`src/rtl/reg_wb_arbiter_pkg.sv`:
```
// Shared widths and grant encoding for the writeback arbiter and its scoreboard.
package reg_wb_arbiter_pkg;

    localparam int unsigned XLEN = 32;
    localparam int unsigned AW   = 5;

    typedef enum logic {
        GRANT_A = 1'b0,
        GRANT_B = 1'b1
    } grant_e;

endpackage

```
`src/rtl/reg_wb_arbiter_scoreboard.sv`:
```
// Pending-write scoreboard: one busy bit per register, set by decode allocation,
// cleared when the register file commits the write. Register 0 is never busy.
module reg_scoreboard #(
    parameter int unsigned AW = reg_wb_arbiter_pkg::AW
) (
    input  logic          clk,
    input  logic          rst_n,
    input  logic          set_i,
    input  logic [AW-1:0] set_addr_i,
    input  logic          clr_i,
    input  logic [AW-1:0] clr_addr_i,
    input  logic [AW-1:0] ra1_i,
    input  logic [AW-1:0] ra2_i,
    output logic          busy1_o,
    output logic          busy2_o
);

    localparam int unsigned NumRegs = 2 ** AW;

    logic [NumRegs-1:0] busy_q, busy_d;

    // Next busy vector: clear first so a same-edge set of the same address wins.
    always_comb begin
        busy_d = busy_q;
        if (clr_i) begin
            busy_d[clr_addr_i] = 1'b0;
        end
        if (set_i && (set_addr_i != '0)) begin
            busy_d[set_addr_i] = 1'b1;
        end
        busy_d[0] = 1'b0;
    end

    // Busy bit storage.
    always_ff @(posedge clk or negedge rst_n) begin
        if (!rst_n) begin
            busy_q <= '0;
        end else begin
            busy_q <= busy_d;
        end
    end

    // Hazard queries see registered state only; a same-cycle alloc is not bypassed.
    always_comb begin
        busy1_o = busy_q[ra1_i];
        busy2_o = busy_q[ra2_i];
    end

endmodule

```
`src/rtl/reg_wb_arbiter.sv`:
```
// Round-robin arbiter between ALU and load writebacks, feeding a registered
// register-file write port, plus the pending-write scoreboard.
module reg_wb_arbiter
    import reg_wb_arbiter_pkg::*;
#(
    parameter int unsigned XLEN = reg_wb_arbiter_pkg::XLEN,
    parameter int unsigned AW   = reg_wb_arbiter_pkg::AW
) (
    input  logic            clk,
    input  logic            rst_n,
    input  logic            a_valid_i,
    output logic            a_ready_o,
    input  logic [AW-1:0]   a_addr_i,
    input  logic [XLEN-1:0] a_data_i,
    input  logic            b_valid_i,
    output logic            b_ready_o,
    input  logic [AW-1:0]   b_addr_i,
    input  logic [XLEN-1:0] b_data_i,
    input  logic            alloc_valid_i,
    input  logic [AW-1:0]   alloc_addr_i,
    input  logic [AW-1:0]   ra1_i,
    input  logic [AW-1:0]   ra2_i,
    output logic            busy1_o,
    output logic            busy2_o,
    output logic            we_o,
    output logic [AW-1:0]   wa_o,
    output logic [XLEN-1:0] wd_o
);

    grant_e          last_grant_q, last_grant_d;
    grant_e          grant;
    logic            xfer;
    logic [AW-1:0]   win_addr;
    logic [XLEN-1:0] win_data;
    logic            we_q, we_d;
    logic [AW-1:0]   wa_q, wa_d;
    logic [XLEN-1:0] wd_q, wd_d;

    // Grant selection, handshake outputs and next state of the write port.
    always_comb begin
        grant = GRANT_A;
        xfer  = 1'b0;
        if (a_valid_i && b_valid_i) begin
            xfer  = 1'b1;
            grant = (last_grant_q == GRANT_A) ? GRANT_B : GRANT_A;
        end else if (a_valid_i) begin
            xfer  = 1'b1;
            grant = GRANT_A;
        end else if (b_valid_i) begin
            xfer  = 1'b1;
            grant = GRANT_B;
        end
        // No grants while held in reset.
        if (!rst_n) begin
            xfer = 1'b0;
        end

        a_ready_o = xfer && (grant == GRANT_A);
        b_ready_o = xfer && (grant == GRANT_B);

        win_addr = (grant == GRANT_A) ? a_addr_i : b_addr_i;
        win_data = (grant == GRANT_A) ? a_data_i : b_data_i;

        last_grant_d = xfer ? grant : last_grant_q;

        // x0 writes complete the handshake but never reach the register file.
        we_d = xfer && (win_addr != '0);
        wa_d = we_d ? win_addr : wa_q;
        wd_d = we_d ? win_data : wd_q;
    end

    // Round-robin pointer and registered write port.
    always_ff @(posedge clk or negedge rst_n) begin
        if (!rst_n) begin
            last_grant_q <= GRANT_B;
            we_q         <= 1'b0;
            wa_q         <= '0;
            wd_q         <= '0;
        end else begin
            last_grant_q <= last_grant_d;
            we_q         <= we_d;
            wa_q         <= wa_d;
            wd_q         <= wd_d;
        end
    end

    // Drive the register-file write port from the output register.
    always_comb begin
        we_o = we_q;
        wa_o = wa_q;
        wd_o = wd_q;
    end

    // Busy bits clear on the edge where the register file commits we/wa.
    reg_scoreboard #(
        .AW(AW)
    ) u_scoreboard (
        .clk       (clk),
        .rst_n     (rst_n),
        .set_i     (alloc_valid_i),
        .set_addr_i(alloc_addr_i),
        .clr_i     (we_q),
        .clr_addr_i(wa_q),
        .ra1_i     (ra1_i),
        .ra2_i     (ra2_i),
        .busy1_o   (busy1_o),
        .busy2_o   (busy2_o)
    );

endmodule

```
`config.mk`:
```
export PLATFORM = sky130hd
export DESIGN_NAME = reg_wb_arbiter
export DESIGN_NICKNAME = d
export VERILOG_FILES = /design/src/rtl/reg_wb_arbiter_pkg.sv /design/src/rtl/reg_wb_arbiter_scoreboard.sv /design/src/rtl/reg_wb_arbiter.sv
export SDC_FILE = /design/constraint.sdc
export NUM_CORES = 1
export LEC_CHECK = 0
export CAP_MARGIN = 20
export CORE_ASPECT_RATIO = 1.1
export CORE_MARGIN = 5
export CORE_UTILIZATION = 41
export DETAILED_ROUTE_END_ITERATION = 12
export HOLD_SLACK_MARGIN = 0.1
export MAX_ROUTING_LAYER = met4
export PLACE_DENSITY = 0.8
export SETUP_SLACK_MARGIN = 0.3
export SLEW_MARGIN = 20
export SYNTH_ARGS = -nofsm -noshare
export SYNTH_HDL_FRONTEND = slang
export SYNTH_SLANG_ARGS = --single-unit
```
`constraint.sdc`:
```
create_clock -name clk -period 1.95 [get_ports clk]
set_input_delay 0.39 -clock clk [delete_from_list [all_inputs] [get_ports clk]]
set_output_delay 0.39 -clock clk [all_outputs]
set_load 0.02 [all_outputs]
```
==> impl_summary.txt, run 1 <==
----------------------------------------------------
[Outcome]
  Status ... finished with violations
  Violations in the final reports ... setup timing

[Yosys]
  Leading cell types by total area after synthesis ... dfrtp_1 45%, mux2_2 20%, o21ai_0 8.9%
  Synthesized net count ... 434
  Number of enable flip-flop cells after synthesis ... 0
  Area of the mapped netlist ... 3840 sq um
  Number of library cell types mapped by synthesis ... 34
  Share of synthesized area occupied by flip-flops and latches ... 0.456
  Number of warnings printed during yosys synthesis ... 0
  Most used standard cells in the synthesized netlist ... 69 x dfrtp_1, 69 x mux2_2, 68 x o21ai_0
  Instance count of the mapped netlist ... 340
  Mapped Avg Cell Area ... 11.3 sq um
  Ys async rst share ... 1.00
  Most used flip-flop cell after synthesis ... dfrtp_1
  Cell taking the most area after synthesis ... dfrtp_1
  Synthesized flop and latch total ... 70
  Area share of the leading cell type in the synthesized netlist ... 0.449

[STA]
  Setup repair after global routing missed its margin ... true
  Tightest slew margin relative to the limit ... 0.524
  Highest Clock Rate ... 467 MHz
  Number of pins with negative max-slew slack in the final report ... 0
  Final clock period utilization by the worst path ... 1.10
  Tmin final ... 2.14 ns
  Post-route worst hold slack ... 0.247 ns
  Slew at the pin with the worst max-slew slack ... 0.715 ns
  Max Clock Skew ... 0.0113 ns
  Endpoints failing setup ... 31
  Final Hold Fails ... 0
  Crit path setup slack, layout ... -0.190 ns
  Total Neg Setup Slack ... -3.13 ns

[Die]
  Number of placement rows ... 37
  Starting Density ... 0.415
  Die width ... 102 microns
  Top-level I/O count ... 136
  Floorplan die area ... 11400 sq um
  Standard cell core area ... 9260 sq um
  Die height ... 112 microns

[Run]
  Max Cap Violations ... 0

[Final layout]
  FF+latch area ... 1750 sq um
  Area taken by multi-input logic gates ... 2270 sq um
  Fraction of layout instances using a drive strength above 1 ... 0.344
  Number of nets in the layout ... 627
  Total of fill cells in the finished design ... 658
  Area grow syn2layout ... 66.5%
  Diodes inserted ... 0

[Clock network]
  Number of buffers added by the clock tree synthesis step ... 9
  Clock latency on the worst-skew pair ... 0.34 ns
  Clk sinks ... 70
  Maximum level of the CTS H-tree ... 3
  Clock slew seen by the registers of the worst setup and hold paths ... 0.07 ns
  Buffer depth of the longest clock path ... 2
  TritonCTS clock tree ... done
  Library cell used as clock root buffer ... clkbuf_8

[Route]
  Detailed-route wire length ... 12100 microns
  Post-DR vias/cell ... 5.43
  Iter 0 DRT Violations ... 132
  Detailed-route wire length per cell ... 18.5 microns
  Number of vias in the routed layout ... 3555
  Detailed-route DRC error count ... 0
  Pre-antenna DRT Iters ... 4
  Final antenna-violating net count ... 0

[Critical path]
  Crit path largest cell delay ... 0.47 ns
  Worst Path Required ... 1.56 ns
  Kind of critical path ... flop to output port
  Reg-to-Reg Start ... last_grant_q$_DFFE_PN1P_
  Nature of the critical path endpoint ... output port
  Cell family with most CP delay ... multiplexers
  Worst path arrival time ... 1.75 ns
  Reg-to-reg endpoint ... wd_o[22]$_DFFE_PN0P_
  Cell at the slowest stage of the critical path ... mux4_2
  Cells traversed along the worst timing path ... mux4_2, nand2b_4, o211ai_1, nand4_1, buf_4
  Maximum fanout along the worst path ... 3
  FF-to-FF setup slack ... -0.12 ns
  R2R cell count ... 8
  Startpoint type of the worst setup path ... flop
  Critical path buffer and inverter count ... 1

[Power and ir drop]
  P per Cell Area ... 906 nW/um^2
  Leakage Power ... 2.74 nW
  Maximum VDD drop ... 0.000385 V

[Global route]
  Maximum number of pins on one net before global-route repair ... 59
  Global-route wire length before repair ... 19400 microns
  Tot GR Track Use ... 0.223
  Number of global-route vias before repair ... 3903
  Grt total ovfl ... 0
  Number of antenna violations at the first check in global routing ... 0

[Placed design]
  Buffers on Ports ... 135
  Routability Congestion ... 0.913
  HPWL reported at the end of detailed placement ... 8780 microns
  Worst setup timing slack at the placement stage ... -0.938 ns

[Min path]
  Hold Path Class ... input port to async pin

----------------------------------------------------
[repair_timing]
| item | 4_1_cts | 5_1_grt |
|---|---|---|
| pin swaps | 5 | 3 |
| endpoints found under the hold margin | 12 | 0 |
| buffers inserted | 16 | 5 |
| resized for setup | 96 | 25 |
| hold buffers | 1 | 0 |
| setup endpoints to repair | 79 | 39 |
| gates cloned | 4 | 0 |
[stage by stage]
| stage | cell area [sq um] | total power [W] | instances | util |
|---|---|---|---|---|
| floorplan | 4060 | 0.00339 | 340 | - |
| global route | 6400 | 0.00612 | 655 | 0.691 |
| global placement | 5750 | 0.00433 | 613 | 0.621 |
| finish | 6400 | 0.00580 | 655 | 0.691 |
| CTS | 6260 | 0.00575 | 650 | 0.676 |
| detailed placement | 5750 | 0.00441 | 613 | 0.621 |
[worst max path at each step]
stage,startpoint,to,slack [ns],cells past startpoint
final,u_scoreboard.busy_q[7]$_DFF_PN0_,busy1_o,-0.19,5
after global routing,u_scoreboard.busy_q[7]$_DFF_PN0_,busy2_o,-0.28,5
after CTS,u_scoreboard.busy_q[4]$_DFF_PN0_,busy1_o,-0.19,5
after detailed placement,ra1_i[0],busy1_o,-0.94,6
after global placement,ra1_i[0],busy1_o,-0.91,6
after floorplan,ra1_i[0],busy1_o,0.11,5
[logic make-up (layout without fill, tap and decap cells)]
group | Yosys count | count (layout) | synth area share
multiplexers | 98 | 98 | 0.297
AO/OA/AOI/OAI | 90 | 90 | 0.133
flip-flops | 70 | 70 | 0.456
AND/OR/NAND/NOR | 62 | 62 | 0.0895
buffers and inverters | 20 | 218 | 0.0244
[layout by cell type, fill, tap and decap left out, types with 6 or more instances in the layout]
cell	count
clkdlybuf4s50_1	84
dfrtp_1	68
o21ai_0	64
dlygate4sd2_1	44
buf_4	36
mux2_4	35
mux2_2	34
mux2i_1	19
buf_6	19
nand3_1	15
clkbuf_8	10
nand3b_1	8
nor2_1	8
nand2_1	8
mux4_2	6
a21oi_1	6
buf_12	6
[layout make-up]
class	count	area share
multi-input cells	250	0.355
repair buffers	198	0.312
flip-flops and latches	70	0.274
well taps	117	0.0229
clock buffers	12	0.0227
clock inverters	4	0.0109
inverters	4	0.00235
[registers in the layout, summed over array words and instances (netlist names)]
signal and flops:
wd_o 32, u_scoreboard.busy_q 31, wa_o 5, last_grant_q 1, we_o 1
[power by group]
part           internal [W]  switching, W
Combinational       0.00124      0.000968
Clock              0.000752      0.000516
Sequential          0.00191      0.000404
Total               0.00391       0.00189
[metal layers]
metal  up-vias  part of all wire  GRT usage
li1       1653                 -          -
met1      1689              0.39      0.267
met2       189              0.50      0.362
met3        24             0.088     0.0608
met4         0             0.021     0.0735
met5         -                 0          -
Note: power is estimated with default switching activity, not from simulation.
==> inputs of run 2 (changes only) <==
--- a/config.mk
+++ b/config.mk
@@ -10,6 +10,7 @@
 export CORE_MARGIN = 5
 export CORE_UTILIZATION = 41
 export DETAILED_ROUTE_END_ITERATION = 12
+export GPL_ROUTABILITY_DRIVEN = 0
 export HOLD_SLACK_MARGIN = 0.1
 export MAX_ROUTING_LAYER = met4
 export PLACE_DENSITY = 0.8
==> impl_summary.txt, run 2 (synthesized netlist as in run 1, its figures left out) <==
----------------------------------------------------
[Route]
  Number of vias in the routed layout ... 3604 (+1.4%)
  Detailed-route DRC error count ... 0 (unchanged)
  Final antenna-violating net count ... 0 (unchanged)
  Pre-antenna DRT Iters ... 4 (unchanged)
  Post-DR vias/cell ... 5.53 (+1.8%)
  Detailed-route wire length per cell ... 19.0 microns (+2.5%)
  Detailed-route wire length ... 12400 microns (+2.0%)
  Iter 0 DRT Violations ... 79 (-40%)

[Outcome]
  Violations in the final reports ... setup timing
  Status ... finished with violations

[STA]
  Setup repair after global routing missed its margin ... true
  Final clock period utilization by the worst path ... 1.09 (-0.00671)
  Endpoints failing setup ... 29 (-6.5%)
  Tightest slew margin relative to the limit ... 0.520 (-0.00393)
  Max Clock Skew ... 0.00757 ns (-0.00369 ns)
  Final Hold Fails ... 0 (unchanged)
  Tmin final ... 2.13 ns (-0.0131 ns)
  Post-route worst hold slack ... 0.256 ns (+0.00890 ns)
  Highest Clock Rate ... 470 MHz (+0.62%)
  Slew at the pin with the worst max-slew slack ... 0.720 ns (+0.00589 ns)
  Number of pins with negative max-slew slack in the final report ... 0 (unchanged)
  Crit path setup slack, layout ... -0.177 ns (+0.0131 ns)

[Global route]
  Number of global-route vias before repair ... 3895 (-0.20%)
  Maximum number of pins on one net before global-route repair ... 59 (unchanged)
  Global-route wire length before repair ... 19500 microns (+0.68%)
  Grt total ovfl ... 0 (unchanged)
  Number of antenna violations at the first check in global routing ... 0 (unchanged)
  Tot GR Track Use ... 0.224 (+0.00128)

[Final layout]
  Fraction of layout instances using a drive strength above 1 ... 0.329 (-0.0149)
  Most common cell after layout, fill and taps aside ... clkdlybuf4s50_1
  Commonest non-fill, non-tap cells in the layout ... 84 x clkdlybuf4s50_1, 68 x dfrtp_1, 64 x o21ai_0
  Area grow syn2layout ... 63.4%
  Number of nets in the layout ... 625 (-0.32%)
  Final Util ... 0.678 (-0.0128)
  Number of flip-flops in the largest register ... 32 (unchanged)
  Diodes inserted ... 0 (unchanged)
  Post-route standard cell area excluding fillers ... 6280 sq um (-1.9%)

[Run]
  Max Cap Violations ... 0 (unchanged)

[Critical path]
  Cell family with most CP delay ... multiplexers
  Cell at the slowest stage of the critical path ... mux4_2
  Critical path buffer and inverter count ... 1 (unchanged)
  Startpoint type of the worst setup path ... flop
  Crit path largest cell delay ... 0.48 ns (about the same)
  Cells traversed along the worst timing path ... mux4_2, nand2b_4, o211ai_1, nand4_1, buf_4
  Worst Path Required ... 1.56 ns (about the same)
  Maximum fanout along the worst path ... 3 (unchanged)
  Worst path arrival time ... 1.74 ns (about the same)
  Nature of the critical path endpoint ... output port
  Kind of critical path ... flop to output port

[Clock network]
  Buffer depth of the longest clock path ... 2 (unchanged)
  Clock latency on the worst-skew pair ... 0.35 ns (about the same)
  TritonCTS clock tree ... done
  Maximum level of the CTS H-tree ... 3 (unchanged)
  Clk sinks ... 70 (unchanged)
  Number of buffers added by the clock tree synthesis step ... 9 (unchanged)
  Clock slew seen by the registers of the worst setup and hold paths ... 0.07 ns (about the same)
  Library cell used as clock root buffer ... clkbuf_8

[Die]
  Number of placement rows ... 37 (unchanged)
  Die width ... 102 microns (unchanged)
  Top-level I/O count ... 136 (unchanged)
  Standard cell core area ... 9260 sq um (unchanged)
  Die height ... 112 microns (unchanged)
  Starting Density ... 0.415 (unchanged)
  Floorplan die area ... 11400 sq um (unchanged)

[Power and ir drop]
  Maximum VDD drop ... 0.000402 V (+4.4%)
  P per Cell Area ... 864 nW/um^2 (-4.6%)
  Leakage Power ... 2.69 nW (-1.6%)

[Min path]
  Hold Path Class ... input port to async pin

[Placed design]
  Worst setup timing slack at the placement stage ... -0.874 ns (+0.0639 ns)
  Standard cell area after detailed placement ... 5750 sq um (about the same)
  HPWL reported at the end of detailed placement ... 9000 microns (+2.5%)
  Buffers on Ports ... 135 (unchanged)

----------------------------------------------------
-- run 2: final timing paths --
path	start	endpoint	slack, ns	depth (start not counted)
min in group clk	wd_o[11]$_DFFE_PN0P_	wd_o[11]$_DFFE_PN0P_	0.51	1
hold / removal	rst_n	u_scoreboard.busy_q[29]$_DFF_PN0_	0.26	2
max in group asynchronous	rst_n	wa_o[2]$_DFFE_PN0P_	1.18	3
setup reg to reg	last_grant_q$_DFFE_PN1P_	wd_o[10]$_DFFE_PN0P_	-0.11	9
setup / recovery	u_scoreboard.busy_q[7]$_DFF_PN0_	busy2_o	-0.18	5
hold reg to reg	wd_o[11]$_DFFE_PN0P_	wd_o[11]$_DFFE_PN0P_	0.51	1
-- run 2: what timing repair did --
action,in CTS,in global routing
hold endpoints to repair,12,0
cloned,4,0
hold buffers,1,0
buffers inserted,12,5
pin swaps,4,4
gates resized for setup,99,20
setup endpoints to repair,78,40
-- run 2: through the flow --
step	total power [W]	cells	setup TNS [ns]
floorplan	0.00339	340	0
global placement	0.00427	615	-15.80
detailed placement	0.00437	615	-17.74
CTS	0.00536	647	-0.521
global route	0.00575	652	-3.41
finish	0.00543	652	-1.60
-- run 2: power by group --
group	internal [W]	switching, W
clock	0.000452	0.000518
combinational	0.00119	0.000947
sequential	0.00191	0.000412
total	0.00355	0.00188
-- run 2: area by class of cell --
| class | instances | area [sq um] |
|---|---|---|
| inverter | 4 | 15.0 |
| fill | 675 | 2980 |
| sequential | 70 | 1750 |
| multi-input combinational | 250 | 2230 |
| clock buffer | 13 | 139 |
| clock inverter | 2 | 10.0 |
| timing repair buffer | 196 | 1990 |
| tap | 117 | 146 |
-- run 2: layer usage --
layer / share of wire / track usage / vias up / routed length, microns
met5: 0 / - / - / 0
met2: 0.51 / 0.364 / 166 / 6270
met4: 0.016 / 0.0674 / 0 / 197
met1: 0.38 / 0.263 / 1759 / 4770
li1: - / - / 1657 / -
met3: 0.093 / 0.0739 / 22 / 1150
==> patch 1, RTL diff (settings of run 1) <==
Set the package constant `AW` to 4 (it was 5).
--- a/src/rtl/reg_wb_arbiter_pkg.sv
+++ b/src/rtl/reg_wb_arbiter_pkg.sv
@@ -4,3 +4,3 @@
     localparam int unsigned XLEN = 32;
-    localparam int unsigned AW   = 5;
+    localparam int unsigned AW   = 4;
 
Interface: changed (6 resized); port bits go from 136 to 130. The function was not compared with the original's and may differ.
==> patch 1 against run 1 <==
- the flow still finishes with violations (negative setup slack)
- wire length fell by 27%
- sequential power fell by 29%
- sequential share of layout area fell by 0.19 points
- setup slack improved by 0.025 ns
- synthesized cell count fell by 35%
- final area fell by 24%
- area after synthesis fell by 23%
- non-clock buffer count fell by 29
- fmax rose by 1.2%
- sequential cell count fell by 17
- total power fell by 30%
- global-route usage fell by 3.1 points
- first-iteration DRC count fell by 64%
==> patch 1: results (changes against run 1) <==
\begin{tabular}{lr}
\hline
Metric & Value \\
\hline
\multicolumn{2}{l}{\textbf{Outcome}} \\
Status & finished, violations left \\
Failing checks & negative setup slack \\
\multicolumn{2}{l}{\textbf{Global route}} \\
Aggregate global-route resource usage & 19.2\% (-3.1 points) \\
Antenna violations before repair & 0 (unchanged) \\
Number of global-route vias before repair & 2630 (-33\%) \\
Global-route wire length before repair & 13600 um (-30\%) \\
Largest net degree at the start of global routing & 48 (-19\%) \\
\multicolumn{2}{l}{\textbf{Logic synthesis}} \\
Synthesized Nets & 310 (-29\%) \\
Largest cells by area after synthesis & dfrtp\_1, mux2\_2, mux2\_4 \\
Most common library cells after synthesis & dfrtp\_1, mux2\_2, o21ai\_0, mux2\_4, nand2\_1 \\
Proportion of netlist area held by the largest area contributor & 44.2\% (-0.70 points) \\
Number of distinct standard cells referenced by the synthesized netlist & 30 (-12\%) \\
Sequential fraction of the synthesis area & 45.1\% (-0.49 points) \\
Mean cell area of the mapped netlist & 13.3 sq um (+18\%) \\
\multicolumn{2}{l}{\textbf{Place}} \\
Instance area after placement & 4460 sq um (-22\%) \\
Placer Congestion & 0.980 (+7.4\%) \\
Number of buffers inserted by port buffering & 129 (-4.4\%) \\
DPL Wire Length & 6370 um (-27\%) \\
Setup slack after placement & -0.835 ns (+0.102 ns) \\
Placed Cells & 448 (-27\%) \\
\multicolumn{2}{l}{\textbf{Cells and area}} \\
Number of fill cells in the layout & 525 (-20\%) \\
Multi-input gate area & 1610 sq um (-29\%) \\
Cell Count, Final, Fillers Out & 473 (-28\%) \\
Net count of the finished layout & 476 (-24\%) \\
Proportion of layout cells with a drive suffix above 1 & 37.4\% (+3.0 points) \\
\multicolumn{2}{l}{\textbf{Clock tree}} \\
Total number of H-tree levels & 2 (-1) \\
Clock slew at the register clock pins of the worst setup and hold paths & 0.09 ns (+0.02 ns) \\
Clock latency on the worst-skew pair & 0.30 ns (-0.04 ns) \\
\multicolumn{2}{l}{\textbf{STA}} \\
Clock skew & 0.00630 ns (-0.00496 ns) \\
Final setup TNS & -0.316 ns (+2.81 ns) \\
Crit path setup slack, layout & -0.164 ns (+0.0255 ns) \\
Worst hold slack & 0.237 ns (-0.00969 ns) \\
Actual slew at the worst max-slew pin & 0.601 ns (-0.114 ns) \\
Final count of negative-setup-slack endpoints & 2 (-94\%) \\
\multicolumn{2}{l}{\textbf{Power}} \\
Static leakage & 2.18 nW (-20\%) \\
Worst vdd rail ir drop & 0.433 mV (+13\%) \\
P\_sw & 1.32 mW (-30\%) \\
\multicolumn{2}{l}{\textbf{Detailed routing}} \\
Via density & 5.17 (-4.8\%) \\
Count of routing violations after the opening detailed-route iteration & 48 (-64\%) \\
Routed wirelength normalized by instance count & 18.8 um (+1.5\%) \\
\multicolumn{2}{l}{\textbf{Critical path}} \\
Worst path arrival time & 1.72 ns (-0.03 ns) \\
Start point of the critical path & u\_scoreboard.busy\_q[7]\$\_DFF\_PN0\_ \\
R2R setup slack & 0.11 ns (+0.23 ns) \\
Worst Reg-to-Reg Cells & 6 (-2) \\
\hline
\end{tabular}
## patch 1: what timing repair did
action,4_1_cts,5_1_grt
setup endpoints to repair,78,40
setup buffers,6,4
cloned,3,3
endpoints found under the hold margin,5,0
hold buffers,1,0
gates resized for setup,103,11
pin swaps,6,2
## patch 1: cells by family after synthesis
family	share of synthesized area [%]
AOI/OAI and AO/OA	7.14
buffers and inverters	3.53
DFF	45.1
muxes	37.8
and+or+nand+nor	6.46
## patch 1: critical path: stages, from the launching register on
cell	delay (ns)
dfrtp_1	0.41
mux4_2	0.47
mux2_4	0.30
nand2_4	0.07
o21ai_4	0.05
buf_6	0.13
## patch 1: routing by layer
metal  track usage, %  vias to the layer above  share of wire, %
met3             3.51                       10               4.4
met2             35.3                       81                55
met1             21.6                     1212                39
met5                -                        -                 0
li1                 -                     1142                 -
met4             4.18                        0               1.4
## patch 1: area by class of cell
type / instances / area share (%)
clock buffers: 7 / 1.98
clock inverters: 1 / 0.103
inverters: 1 / 0.0770
multi-input cells: 157 / 33.1
flip-flops and latches: 53 / 27.2
well taps: 85 / 2.18
repair buffers: 169 / 35.4
## patch 1: power by group through the flow
| stage | Combinational (mW) | Sequential [mW] | Clock, mW |
|---|---|---|---|
| after floorplan | 0.754 | 1.76 | 0 |
| after global placement | 1.62 | 1.65 | 0 |
| after detailed placement | 1.65 | 1.67 | 0 |
| after CTS | 1.67 | 1.65 | 0.690 |
| after global routing | 1.86 | 1.69 | 0.728 |
| final | 1.74 | 1.65 | 0.668 |
==> patch 2, RTL diff (flow settings as in run 1) <==
Without the edit above. Take the reset off `wa_q` and `wd_q` and load them in a clocked block of their own.
--- a/src/rtl/reg_wb_arbiter.sv
+++ b/src/rtl/reg_wb_arbiter.sv
@@ -76,4 +76,2 @@
             we_q         <= 1'b0;
-            wa_q         <= '0;
-            wd_q         <= '0;
         end else begin
@@ -81,5 +79,8 @@
             we_q         <= we_d;
-            wa_q         <= wa_d;
-            wd_q         <= wd_d;
         end
+    end
+
+    always_ff @(posedge clk) begin
+        wa_q <= wa_d;
+        wd_q <= wd_d;
     end
Check against the original RTL: differs if rst_n is asserted again (counterexample within 4 cycles, from zero or initial values and one cycle with rst_n low); with rst_n held inactive, the same outputs for 10 cycles.
==> patch 2 against run 1 <==
- the flow still finishes with violations (negative setup slack)
- die area fell by 7.6%
- clock skew fell by 0.0039 ns
- final area fell by 8.4%
- fmax fell by 0.83%
- area after synthesis fell by 8.3%
- total power fell by 19%
- clock power rose by 10%
- count of clock-buffer cells in the layout rose by 1
- setup slack got worse by 0.018 ns
- sequential cell count did not move
- wire length rose by 2.6%
- hold slack improved by 0.041 ns
- combinational power fell by 43%
- synthesized cell count fell by 17%
==> patch 2: results (changes against run 1) <==
\begin{tabular}{lr}
\hline
Metric & Value \\
\hline
\multicolumn{2}{l}{\textbf{STA}} \\
Clock skew & 0.00737 ns (-0.00389 ns) \\
Final count of negative-setup-slack endpoints & 39 (+26\%) \\
Crit path setup slack, layout & -0.208 ns (-0.0178 ns) \\
Max-Slew Margin vs Limit & 72.4\% (+20 points) \\
Worst hold slack & 0.287 ns (+0.0408 ns) \\
\multicolumn{2}{l}{\textbf{Logic synthesis}} \\
Ys async rst share & 47.1\% (-53 points) \\
Number of enable flip-flop cells after synthesis & 37 (+37) \\
Synthesized Nets & 375 (-14\%) \\
Most common library cells after synthesis & o21ai\_0, edfxtp\_1, mux2\_2, dfrtp\_1, mux2i\_1 \\
Number of distinct standard cells referenced by the synthesized netlist & 30 (-12\%) \\
Most used flip-flop cell after synthesis & edfxtp\_1 \\
Largest cells by area after synthesis & edfxtp\_1, dfrtp\_1, mux2\_2 \\
Sequential fraction of the synthesis area & 55.0\% (+9.4 points) \\
\multicolumn{2}{l}{\textbf{Place}} \\
Setup slack after placement & -0.883 ns (+0.0544 ns) \\
Placer Congestion & 0.928 (+1.7\%) \\
DPL Wire Length & 8460 um (-3.7\%) \\
Instance area after placement & 5230 sq um (-9.1\%) \\
\multicolumn{2}{l}{\textbf{Critical path}} \\
R2R setup slack & -0.05 ns (+0.07 ns) \\
Reg2Reg Capture Point & wd\_o[30]\$\_DFFE\_PP\_ \\
Worst path arrival time & 1.77 ns (+0.02 ns) \\
Worst Reg-to-Reg Cells & 7 (-1) \\
\multicolumn{2}{l}{\textbf{Outcome}} \\
Failing checks & negative setup slack \\
Status & finished, violations left \\
\multicolumn{2}{l}{\textbf{Power}} \\
Internal cell power & 3.35 mW (-14\%) \\
Share of total power in combinational logic & 27.1\% (-11 points) \\
Worst vdd rail ir drop & 0.465 mV (+21\%) \\
Static leakage & 2.36 nW (-14\%) \\
Power of the clock network & 1.40 mW (+10\%) \\
\multicolumn{2}{l}{\textbf{Global route}} \\
Global-route wire length before repair & 17800 um (-8.0\%) \\
Largest net degree at the start of global routing & 34 (-42\%) \\
\multicolumn{2}{l}{\textbf{Cells and area}} \\
Proportion of layout cells with a drive suffix above 1 & 27.2\% (-7.2 points) \\
Net count of the finished layout & 553 (-12\%) \\
Number of fill cells in the layout & 581 (-12\%) \\
Total inserted antenna cells & 0 (unchanged) \\
\multicolumn{2}{l}{\textbf{Detailed routing}} \\
Wire length reported by the detailed router & 12500 um (+2.6\%) \\
Via density & 5.64 (+4.0\%) \\
Count of routing violations after the opening detailed-route iteration & 348 (+160\%) \\
Initial DRT Pass Iterations & 6 (+2) \\
\multicolumn{2}{l}{\textbf{Clock tree}} \\
Clk Tree Root Cell & clkbuf\_8 \\
Maximum buffer depth of the clock tree & 2 (unchanged) \\
\hline
\end{tabular}
-- patch 2: cell types whose count changed in the layout (fill, tap and decap cells not counted), moves of 3 or more --
cell | before | now
nand3_1 | 15 | 12
mux2_2 | 34 | 13
o21ai_0 | 64 | 61
edfxtp_1 | 0 | 37
mux2i_1 | 19 | 16
clkbuf_16 | 0 | 4
mux2_4 | 35 | 24
buf_6 | 19 | 7
dfrtp_1 | 68 | 32
buf_4 | 36 | 25
-- patch 2: per-stage QoR --
step | setup TNS (ns) | std cells | utilization (%) | power (mW)
5_1_grt | -3.19 | 575 | 69.7 | 4.86
3_3_place_gp | -18.73 | 541 | 62.2 | 3.09
2_1_floorplan | -3.18 | 281 | - | 2.56
4_1_cts | -0.390 | 570 | 67.6 | 4.56
3_5_place_dp | -20.50 | 541 | 62.2 | 3.14
6_report | -1.38 | 575 | 69.7 | 4.67
-- patch 2: worst reg2reg max path: stages, from the launching register on --
cell	delay, ns
dfstp_2	0.40
a21boi_4	0.29
buf_6	0.18
mux2_4	0.32
nor3_4	0.16
a21oi_4	0.11
buf_12	0.16
clkbuf_16	0.15
-- patch 2: cells by family after synthesis --
logic type             synth area share (%)
DFF                                    55.0
buffers and inverters                  2.34
AOI/OAI and AO/OA                      12.7
muxes                                  21.0
and+or+nand+nor                        8.98
-- patch 2: cell type report --
cell class / count / share of cell area (%)
multi-input cells: 199 / 28.7
well taps: 111 / 2.37
flip-flops and latches: 70 / 33.1
inverters: 2 / 0.128
clock buffers: 13 / 3.44
clock inverters: 3 / 0.747
repair buffers: 177 / 31.6
-- patch 2: metal layers --
metal	share of wire [%]	GRT usage, %	vias to the layer above	routed length, um
met1	37	27.0	1556	4660
met3	9.0	6.18	38	1120
met4	3.0	8.10	0	376
li1	-	-	1440	-
met2	51	37.2	211	6300
met5	0	-	-	0
-- patch 2: worst max path at each step --
stage | start | end | slack (ns) | depth (start not counted)
final | u_scoreboard.busy_q[5]$_DFF_PN0_ | busy1_o | -0.21 | 5
after global routing | u_scoreboard.busy_q[5]$_DFF_PN0_ | busy1_o | -0.28 | 5
after CTS | u_scoreboard.busy_q[7]$_DFF_PN0_ | busy1_o | -0.20 | 5
after detailed placement | ra1_i[0] | busy1_o | -0.88 | 6
after global placement | ra1_i[0] | busy1_o | -0.87 | 6
after floorplan | last_grant_q$_DFFE_PN1P_ | wa_o[0]$_DFFE_PP_ | -0.09 | 5
-- patch 2: repair_timing --
| action | 4_1_cts | 5_1_grt |
|---|---|---|
| pin swaps | 5 | 1 |
| setup endpoints to repair | 111 | 73 |
| resized for setup | 87 | 29 |
| setup buffers | 9 | 3 |
| endpoints found under the hold margin | 0 | 0 |
| cloned | 4 | 2 |
